`src/rtl/alu_dispatch_pkg.sv`:
```
// Shared instruction package: math op encoding, instruction field
// positions and the dispatch sequencing states.
package alu_dispatch_pkg;

   localparam int DATA_W = 8;
   localparam int REG_AW = 2;
   localparam int INSTR_W = 9;

   // Instruction field positions
   localparam int OP_MSB = 8;
   localparam int OP_LSB = 5;
   localparam int X_MSB  = 4;
   localparam int X_LSB  = 3;
   localparam int Y_MSB  = 2;
   localparam int Y_LSB  = 1;
   localparam int RS_BIT = 0;

   typedef enum logic [3:0] {
      MATH_ADD  = 4'd0,
      MATH_SUB  = 4'd1,
      MATH_AND  = 4'd2,
      MATH_OR   = 4'd3,
      MATH_XOR  = 4'd4,
      MATH_EQL8 = 4'd5,
      MATH_ADC  = 4'd6
   } math_t;

   typedef enum logic [1:0] {
      ST_IDLE = 2'd0,
      ST_OPND = 2'd1,
      ST_EXEC = 2'd2,
      ST_WB   = 2'd3
   } dispatch_state_t;

   // Bit-cast of the op field; codes outside the enum keep their raw bits.
   function automatic math_t instr_op(input logic [INSTR_W-1:0] ins);
      return math_t'(ins[OP_MSB:OP_LSB]);
   endfunction

endpackage

```
`src/rtl/alu_regfile.sv`:
```
// 4x8 general register file: one write port, operand read pair plus a
// debug read port, all reads combinational.
module alu_regfile
   import alu_dispatch_pkg::*;
#(
   parameter int NREG = 4
)(
   input  logic              clk,
   input  logic              rst_n,
   input  logic              wr_en,
   input  logic [REG_AW-1:0] wr_addr,
   input  logic [DATA_W-1:0] wr_data,
   input  logic [REG_AW-1:0] rd_x_addr,
   input  logic [REG_AW-1:0] rd_y_addr,
   input  logic [REG_AW-1:0] dbg_addr,
   output logic [DATA_W-1:0] rd_x_data,
   output logic [DATA_W-1:0] rd_y_data,
   output logic [DATA_W-1:0] dbg_data
);

   logic [DATA_W-1:0] regs_r [NREG];

   // Register storage: cleared by reset, single write per cycle
   always_ff @(posedge clk or negedge rst_n) begin
      if (!rst_n) begin
         for (int i = 0; i < NREG; i++) begin
            regs_r[i] <= 8'h00;
         end
      end else if (wr_en) begin
         regs_r[wr_addr] <= wr_data;
      end
   end

   assign rd_x_data = regs_r[rd_x_addr];
   assign rd_y_data = regs_r[rd_y_addr];
   assign dbg_data  = regs_r[dbg_addr];

endmodule

```
`src/rtl/alu_dispatch.sv`:
```
// Issue/writeback stage in front of the 8-bit ALU. Sequencing is
// IDLE -> OPND -> EXEC (EXEC_CYCLES long) -> WB; every ALU-facing output
// is registered so the latch-based ALU sees stable inputs.
// EXEC_CYCLES is legal in 1..4; NREG must be 4 (2-bit register index).
module alu_dispatch
   import alu_dispatch_pkg::*;
#(
   parameter int EXEC_CYCLES = 1,
   parameter int NREG        = 4
)(
   input  logic               clk,
   input  logic               rst_n,
   input  logic               instr_valid,
   input  logic [INSTR_W-1:0] instr,
   output logic               instr_ready,
   output logic               done,
   input  logic               ld_en,
   input  logic [REG_AW-1:0]  ld_addr,
   input  logic [DATA_W-1:0]  ld_data,
   input  logic [REG_AW-1:0]  dbg_addr,
   output logic [DATA_W-1:0]  dbg_data,
   output logic [DATA_W-1:0]  s_reg,
   output logic [DATA_W-1:0]  alu_x,
   output logic [DATA_W-1:0]  alu_y,
   output logic [DATA_W-1:0]  alu_m,
   output logic [3:0]         alu_op,
   output logic               alu_en,
   output logic               alu_rs,
   input  logic [DATA_W-1:0]  alu_r,
   input  logic [DATA_W-1:0]  alu_s
);

   localparam logic [2:0] EXEC_LAST = 3'(EXEC_CYCLES - 1);

   dispatch_state_t    state_r, state_s;
   logic [2:0]         cnt_r, cnt_s;
   logic [INSTR_W-1:0] instr_r;
   logic               accept_s;
   logic               instr_ready_r, done_r, alu_en_r, alu_rs_r;
   logic [DATA_W-1:0]  alu_x_r, alu_y_r, s_reg_r;
   logic [3:0]         alu_op_r;

   logic               ld_ok_s, wb_wr_s, rf_wr_en_s;
   logic [REG_AW-1:0]  rf_wr_addr_s, xi_s, yi_s;
   logic [DATA_W-1:0]  rf_wr_data_s, rd_x_s, rd_y_s;

   assign xi_s = instr_r[X_MSB:X_LSB];
   assign yi_s = instr_r[Y_MSB:Y_LSB];

   // Next-state logic and execute-cycle counting
   always_comb begin
      state_s  = state_r;
      cnt_s    = cnt_r;
      accept_s = 1'b0;
      case (state_r)
         ST_IDLE: begin
            if (instr_ready_r && instr_valid) begin
               accept_s = 1'b1;
               state_s  = ST_OPND;
            end else begin
               state_s  = ST_IDLE;
            end
         end
         ST_OPND: begin
            cnt_s   = 3'd0;
            state_s = ST_EXEC;
         end
         ST_EXEC: begin
            if (cnt_r == EXEC_LAST) begin
               state_s = ST_WB;
            end else begin
               cnt_s = cnt_r + 3'd1;
            end
         end
         ST_WB: begin
            state_s = ST_IDLE;
         end
         default: begin
            state_s = ST_IDLE;
         end
      endcase
   end

   // Register-file write arbitration: WB result or external load (IDLE only)
   always_comb begin
      ld_ok_s      = ld_en && (state_r == ST_IDLE);
      wb_wr_s      = (state_r == ST_WB) && !instr_r[RS_BIT];
      rf_wr_en_s   = ld_ok_s || wb_wr_s;
      if (wb_wr_s) begin
         rf_wr_addr_s = xi_s;
         rf_wr_data_s = alu_r;
      end else begin
         rf_wr_addr_s = ld_addr;
         rf_wr_data_s = ld_data;
      end
   end

   // State register, latched instruction and registered ALU-facing outputs
   always_ff @(posedge clk or negedge rst_n) begin
      if (!rst_n) begin
         state_r       <= ST_IDLE;
         cnt_r         <= 3'd0;
         instr_r       <= 9'h000;
         instr_ready_r <= 1'b0;
         done_r        <= 1'b0;
         alu_en_r      <= 1'b0;
         alu_rs_r      <= 1'b0;
         alu_x_r       <= 8'h00;
         alu_y_r       <= 8'h00;
         alu_op_r      <= 4'h0;
         s_reg_r       <= 8'h00;
      end else begin
         state_r       <= state_s;
         cnt_r         <= cnt_s;
         instr_ready_r <= (state_s == ST_IDLE);
         done_r        <= (state_s == ST_WB);
         alu_en_r      <= (state_s == ST_EXEC);
         if (accept_s) begin
            instr_r <= instr;
         end
         if (state_r == ST_OPND) begin
            alu_x_r  <= rd_x_s;
            alu_y_r  <= rd_y_s;
            alu_op_r <= instr_op(instr_r);
            alu_rs_r <= instr_r[RS_BIT];
         end
         if ((state_r == ST_WB) && instr_r[RS_BIT]) begin
            s_reg_r <= alu_s;
         end
      end
   end

   alu_regfile #(.NREG(NREG)) u_regfile (
      .clk       (clk),
      .rst_n     (rst_n),
      .wr_en     (rf_wr_en_s),
      .wr_addr   (rf_wr_addr_s),
      .wr_data   (rf_wr_data_s),
      .rd_x_addr (xi_s),
      .rd_y_addr (yi_s),
      .dbg_addr  (dbg_addr),
      .rd_x_data (rd_x_s),
      .rd_y_data (rd_y_s),
      .dbg_data  (dbg_data)
   );

   assign instr_ready = instr_ready_r;
   assign done        = done_r;
   assign alu_en      = alu_en_r;
   assign alu_rs      = alu_rs_r;
   assign alu_x       = alu_x_r;
   assign alu_y       = alu_y_r;
   assign alu_op      = alu_op_r;
   assign s_reg       = s_reg_r;
   assign alu_m       = s_reg_r;

endmodule

```
`config.mk`:
```
export PLATFORM = sky130hd
export DESIGN_NAME = alu_dispatch
export DESIGN_NICKNAME = d
export VERILOG_FILES = /design/src/rtl/alu_dispatch_pkg.sv /design/src/rtl/alu_regfile.sv /design/src/rtl/alu_dispatch.sv
export SDC_FILE = /design/constraint.sdc
export NUM_CORES = 1
export LEC_CHECK = 0
export BUFFER_PORTS_ARGS = -buffer_cell sky130_fd_sc_hd__buf_2
export CORE_MARGIN = 5
export CORE_UTILIZATION = 40
export CTS_CLUSTER_SIZE = 30
export DETAILED_ROUTE_END_ITERATION = 7
export GPL_ROUTABILITY_DRIVEN = 0
export PLACE_DENSITY = 0.68
export REMOVE_ABC_BUFFERS = 1
export SLEW_MARGIN = 20
export SYNTH_ARGS = -nofsm -noshare
export SYNTH_HDL_FRONTEND = slang
export SYNTH_SLANG_ARGS = --single-unit
```
`constraint.sdc`:
```
create_clock -name clk -period 4.3 [get_ports clk]
set_clock_uncertainty 0.1 [all_clocks]
set_input_delay 0.215 -clock clk [delete_from_list [all_inputs] [get_ports clk]]
set_output_delay 0.215 -clock clk [all_outputs]
set_load 0.02 [all_outputs]
```
==> flow_metrics.env <==
export IMPL_grt_pass1_wl_mm=17.0
export IMPL_rows=37
export IMPL_cp_endpoint="u_regfile.regs_r[21]"
export IMPL_ys_ff_latch=78
export IMPL_portBuffers=88
export IMPL_drv_cap=0
export IMPL_cts_root_buffer="clkbuf_8"
export IMPL_synth_most_common_cell="dfrtp_1"
export IMPL_synth_area_leaders="dfrtp_1, mux2_2, o221a_2"
export IMPL_core_um2=10100
export IMPL_netlist_area_um2=4090
export IMPL_wl_per_cell_um=18.7
export IMPL_post_cts_setup_buffers=0
export IMPL_startpoint_type="register"
export IMPL_placed_area_um2=4570
export IMPL_layout_nets=468
export IMPL_status="complete, no violations"
export IMPL_synth_sequential_area_ratio_pct=47.7
export IMPL_rrSetupSlack_ns=1.88
export IMPL_htreeDepth=3
export IMPL_drtPass1Iterations=4
export IMPL_finalMaxSlewViolations=0
export IMPL_rsz0062_at_grt="no"
export IMPL_clockBufferDepth=2
export IMPL_vias=3062
export IMPL_grt_pass1_vias=3178
export IMPL_clk_pin_slew_ns=0.08
export IMPL_critPathLaunch="instr_r[4]"
export IMPL_place_ws_ns=1.63
export IMPL_die_area_um2=12300
export IMPL_synth_top_cell_by_area="dfrtp_1"
export IMPL_finalHoldViolCount=0
export IMPL_grt_use_met1_pct=23.3
export IMPL_synthTopCellsByCount="dfrtp_1, mux2_2, or2_2"
export IMPL_endpoint_kind="register"
export IMPL_worstSetupPathType="reg2reg"
export IMPL_postSynthCellCount=329
export IMPL_power_static_leakage_uw=0.00212
export IMPL_worstPathArrival_ns=2.55
export IMPL_irDropWorstVdd_uv=374
export IMPL_setup_tns_ns=0
export IMPL_fmax_mhz=413
export IMPL_gr_usage_met3_pct=4.91
export IMPL_grtUsageMet2_pct=26.7
export IMPL_power_density_nw_per_um2=745
export IMPL_grt_busiest_layer="met2"
export IMPL_clk_latency_ns=0.35
export IMPL_cts_resized=0
export IMPL_grt_max_degree=79
export IMPL_initial_core_util_pct=40.3
export IMPL_critical_path_peak_fanout=21
export IMPL_maxSlewHeadroom_pct=33.8
export IMPL_diodes=0
export IMPL_finalPower_uw=3690
export IMPL_dp_hpwl_mm=7.05
export IMPL_cts_made_buffers=9
export IMPL_required_ns=4.43
export IMPL_yosysWarnings=0
export IMPL_globalRouteTotalUtil_pct=17.4
export IMPL_worstMarginPinSlew_ns=0.993
export IMPL_r2r_end="u_regfile.regs_r[21]"
export IMPL_ys_types=36
export IMPL_min_period_ns=2.42
export IMPL_die_w_um=111
export IMPL_via_per_inst=5.47
export IMPL_area_growth_pct=21.0
export IMPL_fin_crit_sh_pct=56.3
export IMPL_layout_drive_gt1_share_pct=46.2
export IMPL_r2r_cells=3
export IMPL_postRouteAntennaNets=0
export IMPL_dp_cells=529
export IMPL_drc_errors=0
export IMPL_stdcell_count=560
export IMPL_setup_ws_ns=1.88
export IMPL_drt_iter0_drc=159
export IMPL_worstHoldPathType="in2reg"
export IMPL_grt_ovfl_total=0
export IMPL_finalInstanceArea_um2=4950
export IMPL_ctsHoldBuffers=16
export IMPL_finalSetupViolCount=0
export IMPL_finalWirelength_mm=10.5
export IMPL_r2r_start="instr_r[4]"
export IMPL_ios=89
export IMPL_antenna_found_initial=0
export IMPL_synth_edf_count=0
export IMPL_synthArstFlopShare_pct=100
export IMPL_synth_top_area_share_pct=47.7
export IMPL_syn_area_per_cell_um2=12.4
export IMPL_cts_sinks=78
export IMPL_synth_flop_cell="dfrtp_1"
export IMPL_die_h_um=111
export IMPL_cts_tree="done"
## power by group
part	leakage [uW]	total [uW]	switching, uW	internal (uW)
sequential	0.000916	1450	364	1090
combinational	0.00111	1630	818	814
clock	0.0000990	601	274	326
total	0.00212	3690	1460	2230
## routing by layer
| metal | up-vias | routed length [um] |
|---|---|---|
| met5 | - | 0 |
| met4 | 0 | 268 |
| met3 | 22 | 932 |
| met2 | 129 | 4890 |
| met1 | 1508 | 4390 |
| li1 | 1403 | - |
## how the worst min path moves through the flow
stage | start | to | slack, ns | depth (start not counted)
CTS | instr[4] | instr_r[4] | 0.006 | 2
global placement | rst_n | alu_x[5] | 0.34 | 1
detailed placement | alu_s[5] | alu_m[5] | 0.35 | 2
floorplan | rst_n | alu_en | -0.18 | 0
global route | instr[4] | instr_r[4] | 0.003 | 2
finish | instr[0] | instr_r[0] | 0.01 | 2
## sequential cells by signal, summed over array words and instances, names as in the netlist
name and cells:
alu_op 4, state_r 2, alu_rs 1, alu_y 8, instr_ready 1, cnt_r 3, alu_m 8, alu_en 1
instr_r 9, alu_x 8, done 1, u_regfile.regs_r 32
## cells in the final DEF (no fill, tap or decap), drive strengths merged, types with 16 or more instances in the layout
cell type and instances:
buf 88, dfrtp 78, mux2 38, or2 33
o221a 32, nand2 23, inv 21, mux2i 16
o221ai 16, dlygate4sd3 16
## logic make-up after synthesis
group / share of synthesized area, %
multiplexers: 18.8
adder cells (fa/ha/maj): 2.14
AND/OR/NAND/NOR: 11.1
AO/OA/AOI/OAI: 14.9
XOR/XNOR: 0.214
flip-flops: 47.7
buffers and inverters: 5.11
## per-stage QoR
stage          hold WS [ns]  utilization (%)
5_1_grt             0.00324             48.8
3_3_place_gp          0.341             45.1
6_report             0.0145             48.8
2_1_floorplan        -0.181                -
3_5_place_dp          0.353             45.1
4_1_cts             0.00591             48.7
## critical path, cell delays in order (launching register included)
cell       delay, ns
dfrtp_1         1.00
nand4bb_1       0.59
o31ai_4         0.29
o221a_2         0.31
## layout make-up
type / instances / area [um2]
Sequential cell: 78 / 1950
Multi-Input combinational cell: 207 / 1930
Clock inverter: 5 / 83.8
Timing Repair Buffer: 104 / 607
Fill cell: 915 / 5190
Tap cell: 136 / 170
Clock buffer: 10 / 128
Inverter: 20 / 75.1
Note: power is estimated with default switching activity, not from simulation.
